`src/rtl/ripple_seq_ctrl_pkg.sv`:
```
// Shared definitions for the ripple counter sequencing controller:
// state encodings and default parameter values.
package ripple_ctrl_defs;

   localparam int D_WIDTH  = 8;
   localparam int D_SETTLE = 2;

   localparam logic [2:0] S_IDLE  = 3'd0;
   localparam logic [2:0] S_CLEAR = 3'd1;
   localparam logic [2:0] S_WAIT  = 3'd2;
   localparam logic [2:0] S_CHECK = 3'd3;
   localparam logic [2:0] S_PULSE = 3'd4;
   localparam logic [2:0] S_DONE  = 3'd5;

endpackage

```
`src/rtl/ripple_seq_ctrl_settle_timer.sv`:
```
// Settle interval down-counter: load at a clear/pulse, expire after SETTLE
// counting cycles. A zero interval reduces to a constant expire.
module settle_timer #(
   parameter int SETTLE = 2
) (
   input  logic clock,
   input  logic reset,
   input  logic load,
   input  logic en,
   output logic expire
);

   generate
      if (SETTLE == 0) begin : g_bypass
         assign expire = 1'b1;
      end else begin : g_cnt
         localparam int CW = (SETTLE > 1) ? $clog2(SETTLE) : 1;
         localparam logic [CW-1:0] LOAD_VAL = CW'(SETTLE - 1);

         logic [CW-1:0] r_cnt;

         // Terminal count is reached in the last cycle of the interval
         always_ff @(posedge clock) begin
            if (reset) begin
               r_cnt <= '0;
            end else if (load) begin
               r_cnt <= LOAD_VAL;
            end else if (en && (r_cnt != '0)) begin
               r_cnt <= r_cnt - CW'(1);
            end
         end

         assign expire = (r_cnt == '0);
      end
   endgenerate

endmodule

```
`src/rtl/ripple_seq_ctrl.sv`:
```
// Sequences a ripple counter to a requested count, sampling after each
// clear/pulse settle interval and checking against a tracked expected value.
//
//   state | meaning
//   IDLE  | waiting for start
//   CLEAR | cnt_clr high for one cycle, settle timer loaded
//   WAIT  | counter settling
//   CHECK | sample cnt_in, compare with expected and target
//   PULSE | t_out high for one cycle, expected incremented
//   DONE  | done pulse, err valid
module ripple_seq_ctrl
   import ripple_ctrl_defs::*;
#(
   parameter int WIDTH  = D_WIDTH,
   parameter int SETTLE = D_SETTLE
) (
   input  logic             clock,
   input  logic             reset,
   input  logic             start,
   input  logic [WIDTH-1:0] target,
   input  logic             abort,
   input  logic [WIDTH-1:0] cnt_in,
   output logic             t_out,
   output logic             cnt_clr,
   output logic             busy,
   output logic             done,
   output logic             err,
   output logic [WIDTH-1:0] result
);

   logic [2:0]       r_state;
   logic [2:0]       w_state_nxt;
   logic [WIDTH-1:0] r_target;
   logic [WIDTH-1:0] r_expected;
   logic [WIDTH-1:0] r_result;
   logic             r_t_out;
   logic             r_cnt_clr;
   logic             r_busy;
   logic             r_done;
   logic             r_err;

   logic             w_expire;
   logic             w_tmr_load;
   logic             w_tmr_en;
   logic             w_mismatch;
   logic             w_t_out_nxt;
   logic             w_cnt_clr_nxt;
   logic             w_busy_nxt;
   logic             w_done_nxt;
   logic             w_err_nxt;

   assign w_mismatch = (cnt_in != r_expected);
   assign w_tmr_load = (r_state == S_CLEAR) || (r_state == S_PULSE);
   assign w_tmr_en   = (r_state == S_WAIT);

   settle_timer #(
      .SETTLE (SETTLE)
   ) u_settle_timer (
      .clock  (clock),
      .reset  (reset),
      .load   (w_tmr_load),
      .en     (w_tmr_en),
      .expire (w_expire)
   );

   always_ff @(posedge clock) begin
      if (reset) begin
         r_state <= S_IDLE;
      end else begin
         r_state <= w_state_nxt;
      end
   end

   always_comb begin
      w_state_nxt = r_state;
      case (r_state)
         S_IDLE: begin
            if (start && !abort) w_state_nxt = S_CLEAR;
         end
         S_CLEAR: begin
            if (abort)             w_state_nxt = S_IDLE;
            else if (SETTLE == 0)  w_state_nxt = S_CHECK;
            else                   w_state_nxt = S_WAIT;
         end
         S_WAIT: begin
            if (abort)             w_state_nxt = S_IDLE;
            else if (w_expire)     w_state_nxt = S_CHECK;
         end
         S_CHECK: begin
            if (abort)                        w_state_nxt = S_IDLE;
            else if (w_mismatch)              w_state_nxt = S_DONE;
            else if (r_expected == r_target)  w_state_nxt = S_DONE;
            else                              w_state_nxt = S_PULSE;
         end
         S_PULSE: begin
            if (abort)             w_state_nxt = S_IDLE;
            else if (SETTLE == 0)  w_state_nxt = S_CHECK;
            else                   w_state_nxt = S_WAIT;
         end
         S_DONE: begin
            w_state_nxt = S_IDLE;
         end
         default: begin
            w_state_nxt = S_IDLE;
         end
      endcase
   end

   // Outputs are registered, so they are decoded from the next state
   always_comb begin
      w_t_out_nxt   = (w_state_nxt == S_PULSE);
      w_cnt_clr_nxt = (w_state_nxt == S_CLEAR);
      w_busy_nxt    = (w_state_nxt != S_IDLE);
      w_done_nxt    = (w_state_nxt == S_DONE);
      w_err_nxt     = (r_state == S_CHECK) && (w_state_nxt == S_DONE) && w_mismatch;
   end

   always_ff @(posedge clock) begin
      if (reset) begin
         r_t_out   <= 1'b0;
         r_cnt_clr <= 1'b0;
         r_busy    <= 1'b0;
         r_done    <= 1'b0;
         r_err     <= 1'b0;
      end else begin
         r_t_out   <= w_t_out_nxt;
         r_cnt_clr <= w_cnt_clr_nxt;
         r_busy    <= w_busy_nxt;
         r_done    <= w_done_nxt;
         r_err     <= w_err_nxt;
      end
   end

   always_ff @(posedge clock) begin
      if (reset) begin
         r_target   <= '0;
         r_expected <= '0;
         r_result   <= '0;
      end else begin
         if ((r_state == S_IDLE) && (w_state_nxt == S_CLEAR)) begin
            r_target   <= target;
            r_expected <= '0;
         end
         if (r_state == S_PULSE) begin
            r_expected <= r_expected + WIDTH'(1);
         end
         // An abort during CHECK leaves the previous sample in place
         if ((r_state == S_CHECK) && !abort) begin
            r_result <= cnt_in;
         end
      end
   end

   assign t_out   = r_t_out;
   assign cnt_clr = r_cnt_clr;
   assign busy    = r_busy;
   assign done    = r_done;
   assign err     = r_err;
   assign result  = r_result;

endmodule

```
`config.mk`:
```
export PLATFORM = sky130hd
export DESIGN_NAME = ripple_seq_ctrl
export DESIGN_NICKNAME = d
export VERILOG_FILES = /design/src/rtl/ripple_seq_ctrl_pkg.sv /design/src/rtl/ripple_seq_ctrl_settle_timer.sv /design/src/rtl/ripple_seq_ctrl.sv
export SDC_FILE = /design/constraint.sdc
export NUM_CORES = 1
export LEC_CHECK = 0
export ABC_AREA = 0
export CORE_MARGIN = 1.5
export CORE_UTILIZATION = 38
export CTS_CLUSTER_DIAMETER = 120
export CTS_CLUSTER_SIZE = 14
export DETAILED_ROUTE_END_ITERATION = 10
export HOLD_SLACK_MARGIN = 0.03
export PLACE_DENSITY = 0.7
export SKIP_LAST_GASP = 1
export SYNTH_ARGS = -nofsm -noshare
export SYNTH_HDL_FRONTEND = slang
export SYNTH_SLANG_ARGS = --single-unit
```
`constraint.sdc`:
```
create_clock -name clock -period 4.1 [get_ports clock]
set_input_delay 0.615 -clock clock [delete_from_list [all_inputs] [get_ports clock]]
set_output_delay 0.615 -clock clock [all_outputs]
set_load 0.05 [all_outputs]
```
==> results of run 1 <==
state kept, by name, indices dropped and copies added (netlist names):
register,count
result,8
r_state,3
r_expected,8
err,1
done,1
busy,1
r_target,8
t_out,1
cnt_clr,1
u_settle_timer.g_cnt.r_cnt,1
final cells by class:
cell class,instances,area share [%]
sequential,33,34.9
clock buffer,6,3.83
timing repair buffer,32,16.9
clock inverter,2,0.528
multi-input combinational,123,40.3
inverter,2,0.396
tap,48,3.17
cells by family (layout without fill, tap and decap cells):
kind of cell | Yosys count | after routing | share of synthesized area [%]
and+or+nand+nor | 68 | 68 | 23.8
DFF | 33 | 33 | 44.7
AOI/OAI and AO/OA | 28 | 28 | 11.0
xor gates and xnor gates | 18 | 18 | 10.7
buffers and inverters | 11 | 42 | 3.64
muxes | 8 | 8 | 5.41
adders and majority gates | 1 | 1 | 0.846
power breakdown:
group          leakage (nW)  internal (mW)  switching [mW]
logic                 0.404         0.0330          0.0284
clock network        0.0450          0.117           0.116
registers             0.267          0.327         0.00562
placed cells by master (no fill, tap or decap), types with 2 or more instances in the layout:
cell	n
a211oi_1	2
a21oi_1	15
and3_1	5
clkbuf_8	5
clkdlybuf4s50_1	32
clkinv_2	2
dfxtp_1	33
inv_1	2
mux2i_1	8
nand2_1	18
nand2b_1	2
nand3_1	3
nand3b_1	3
nand4_1	3
nor2_1	19
nor2b_1	4
nor3_1	3
nor4_1	2
o21ai_1	6
or3_1	2
xnor2_1	9
xor2_1	9
per-stage QoR:
| step | hold WS, ps | cells | power, mW |
|---|---|---|---|
| after floorplan | 480 | 167 | 0.374 |
| after global placement | 448 | 238 | 0.401 |
| after detailed placement | 450 | 238 | 0.402 |
| after CTS | 460 | 246 | 0.636 |
| after global routing | 473 | 246 | 0.661 |
| final | 454 | 246 | 0.628 |
synthesized netlist by cell type, types with 2 or more instances:
cell type   n
dfxtp_1    33
nor2_1     19
nand2_1    18
a21oi_1    15
xnor2_1     9
xor2_1      9
mux2i_1     8
o21ai_1     6
and3_1      5
buf_2       4
clkbuf_1    4
nor2b_1     4
nand3_1     3
nand3b_1    3
nand4_1     3
nor3_1      3
a211oi_1    2
inv_1       2
nand2b_1    2
nor4_1      2
or3_1       2
final timing paths:
check | slack (ps) | cells past startpoint | startpoint | endpoint
hold / removal | 450 | 2 | result[0] | result[0]
setup reg to reg | 2450 | 4 | r_state[2] | r_target[5]
hold reg to reg | 450 | 2 | result[0] | result[0]
setup / recovery | 2030 | 4 | reset | t_out
worst max-delay path, delay by kind of cell:
| family | cells | cell delay (ps) |
|---|---|---|
| buf+inv | 2 | 1250 |
| simple gates | 2 | 380 |
per-layer routing:
| metal | track usage (%) | routed length (µm) | up-vias |
|---|---|---|---|
| met3 | 4.11 | 125 | 7 |
| met1 | 19.1 | 1460 | 537 |
| met4 | 7.81 | 54 | 0 |
| met5 | 0 | 0 | - |
| li1 | - | - | 626 |
| met2 | 21.7 | 1190 | 28 |
==> flow_summary.yaml, run 1 <==
run_status:
  status: "completed"
detailed_routing:
  drtPass1Iterations: 4
  post_drt_via_cell_ratio: 4.87
  wl_um: 2830
  first_iter_violations: 36
  detail_route.wl_per_cell_um: 11.5
  final_antenna_net_count: 0
  via_count: 1198
  drcViolationCount: 0
yosys:
  ys.flop_type: "dfxtp_1"
  synth_cell_type_count: 32
  syn-instance-count: 167
  ys_seq_area_share_pct: 44.7
  ys_async_sr_fraction_pct: 0
  synth_top_area_cell: "dfxtp_1"
  syn_nets: 188
  synth.avg_cell_area_um2: 8.86
  ys_ff_latch: 33
  synth_top_area_share_pct: 44.7
  yosys-top-cells-area: "dfxtp_1, mux2i_1, xnor2_1"
  yosys_warnings: 0
  synth_edf_count: 0
  netlist_area_mm2: 0.00148
critical_path:
  required_ps: 4280
  worstSetupEndpointType: "flop"
  critical-path-max-stage-delay_ps: 1190
  critPathSlowestCell: "clkdlybuf4s50_1"
  cp-start-kind: "input pin"
  cp.arrival_ps: 2250
  crit_chain: "clkdlybuf4s50_1 -> nand2b_1 -> inv_1 -> and3_1"
  critPathMaxFanout: 29
  critPathKind: "input pin to flop"
clocking:
  cts.sinks: 33
  cts-hold-fix-buffers: 0
  cts_tree: "built"
  clk_pin_slew_worst_paths_ps: 70
  h-tree-depth: 2
  clk_latency_ps: 290
  cts_buffers: 5
  cts_resized: 0
  clk_path_buf_depth: 2
  post-cts-setup-buffer-count: 0
  cts-root-buf: "clkbuf_8"
timing:
  min_period_ps: 2070
  setup_viol: 0
  finalCritPeriodShare_pct: 50.4
  rsz0062_at_grt: "false"
  worst_slack_ps: 2030
  clock-skew-final_ps: 4.53
  fmax_ghz: 0.484
  relSlewSlack_pct: 27.0
  worst_slew_pin_slew_ps: 1090
  hold_viol_final: 0
  final_max_slew_viol_count: 0
  fin_tns_setup_ps: 0
final_layout:
  antennaDiodeCount: 0
  drive_gt1_share_pct: 5.56
  final_core_util_pct: 51.4
  nFillCells: 369
  multi_input_area_um2: 764
  seq_area_um2: 661
  nNetsFinal: 218
  design_area_mm2: 0.00190
  syn_to_final_growth_pct: 28.2
floorplan:
  ioPinCount: 33
  die_w_um: 65.4
  fp.coreArea_mm2: 0.00369
  rows: 22
  initial_core_util_pct: 40.1
  die-height_um: 65.4
  die_area_mm2: 0.00428
pwr:
  powerDensity_mw_per_mm2: 331
  ir_worst_vdd_mv: 0.175
  p_leak_nw: 0.716
place:
  hpwl_um: 2040
  dpl_cell_area_mm2: 0.00181
  place_ws_ps: 1730
  io_buffers: 32
  gp_congestion: 0.818
global_routing:
  grt_first_pass_wirelength_um: 4770
  antenna_found_initial: 0
  grt_pass1_vias: 1036
  grt_max_degree: 30
  overflow: 0
  grt_usage_pct: 14.6
hold_path:
  holdCritPathClass: "flop to flop"
flow_run:
  drv_cap: 0
Power figures use the tool's default switching activity.
==> inputs of run 2 (changes only) <==
PLACE_DENSITY = 0.72   (was 0.7)
clock period = 1.9 ns   (was 4.1 ns; I/O delays follow)
==> flow_summary.yaml, run 2 (synthesis gave the netlist of run 1 again) <==
run_status:
  status: "completed"
pwr:
  totalPowerFinal_mw: 1.54
  ir_worst_vdd_mv: 0.603
  p_leak_nw: 0.763
  powerDensity_mw_per_mm2: 776
global_routing:
  grt_max_degree: 18
  antenna_found_initial: 0
  grt_first_pass_wirelength_um: 5040
  grt_usage_pct: 15.7
  grt_pass1_vias: 1146
  overflow: 0
critical_path:
  critPathSlowestCell: "clkdlybuf4s50_1"
  worstSetupEndpointType: "output port"
  cpLargestDelayFamily: "buffers and inverters"
  reg2regPathDepth: 4
  crit_chain: "clkdlybuf4s50_1"
  critPathKind: "flop to output port"
  critical-path-max-stage-delay_ps: 800
  cp_num_cells: 1
  critPathMaxFanout: 2
  cp_num_buf_inv: 1
  cp-start-kind: "flop"
  required_ps: 1620
  cp.arrival_ps: 1420
clocking:
  clk_pin_slew_worst_paths_ps: 70
  cts_tree: "built"
  cts_buffers: 5
  cts-hold-fix-buffers: 0
  cts.sinks: 33
  clk_path_buf_depth: 2
  cts-root-buf: "clkbuf_8"
  clk_latency_ps: 290
  post-cts-setup-buffer-count: 0
  cts_resized: 0
  h-tree-depth: 2
final_layout:
  design_area_mm2: 0.00199
  seq_area_um2: 661
  mostFrequentLayoutCell: "dfxtp_1"
  multi_input_area_um2: 764
  syn_to_final_growth_pct: 34.3
  nNetsFinal: 224
  antennaDiodeCount: 0
  drive_gt1_share_pct: 8.33
  final-instance-count-excl-fill: 252
  layout_common_cells: "dfxtp_1, clkdlybuf4s50_1, nor2_1, nand2_1, a21oi_1"
  nFillCells: 357
hold_path:
  worstHoldPathCells: 2
  holdCritPathClass: "flop to flop"
detailed_routing:
  drcViolationCount: 0
  drtPass1Iterations: 4
  wl_um: 2960
  via_count: 1205
  post_drt_via_cell_ratio: 4.78
  first_iter_violations: 31
  final_antenna_net_count: 0
  detail_route.wl_per_cell_um: 11.7
flow_run:
  drv_cap: 0
floorplan:
  die_w_um: 65.4
  initial_core_util_pct: 40.1
  fp.coreArea_mm2: 0.00369
  die_area_mm2: 0.00428
  die-height_um: 65.4
  rows: 22
  ioPinCount: 33
timing:
  setup_viol: 0
  worst_slew_pin_slew_ps: 492
  hold_viol_final: 0
  finalCritPeriodShare_pct: 89.5
  hold_slack_ps: 454
  clock-skew-final_ps: 4.77
  rsz0062_at_grt: "false"
  min_period_ps: 1700
  fin_tns_setup_ps: 0
  final_max_slew_viol_count: 0
  fmax_ghz: 0.588
  relSlewSlack_pct: 67.1
place:
  io_buffers: 32
  dpl_cell_area_mm2: 0.00187
  hpwl_um: 2120
  gp_congestion: 0.799
  dp_cells: 244
run 2: worst reg2reg max path, delay by kind of cell, from the launching register on:
kind / cells / cell delay [ps]
and+or+nand+nor: 2 / 640
DFF: 1 / 520
AOI/OAI and AO/OA: 1 / 190
xor gates and xnor gates: 1 / 120
run 2: final timing paths:
check                 from        end  slack (ps)
min reg2reg      result[6]  result[6]         450
max reg2reg  r_expected[5]      t_out         330
min              result[6]  result[6]         450
max              result[3]  result[3]         200
run 2: layout make-up:
cell class	instances	area share [%]
multi-input combinational	123	38.5
sequential	33	33.2
inverter	2	0.378
clock buffer	7	4.35
clock inverter	1	1.51
timing repair buffer	38	19.0
tap	48	3.02
run 2: metrics by stage:
step	setup WS (ps)	util, %
floorplan	460	-
global placement	231	50.7
detailed placement	221	50.7
CTS	192	53.9
global route	155	53.9
finish	199	53.9
run 2: layer usage:
layer	GRT usage, %	share of wire (%)	vias to the layer above	routed length [µm]
li1	-	-	639	-
met1	20.0	51	530	1520
met2	24.4	42	30	1230
met3	4.79	5.0	6	149
met4	7.03	2.0	0	59
met5	0	0	-	0
run 2: power by group:
| part | internal [mW] | switching [mW] |
|---|---|---|
| clock network | 0.427 | 0.254 |
| logic | 0.0789 | 0.0630 |
| registers | 0.706 | 0.0127 |
| total | 1.21 | 0.330 |
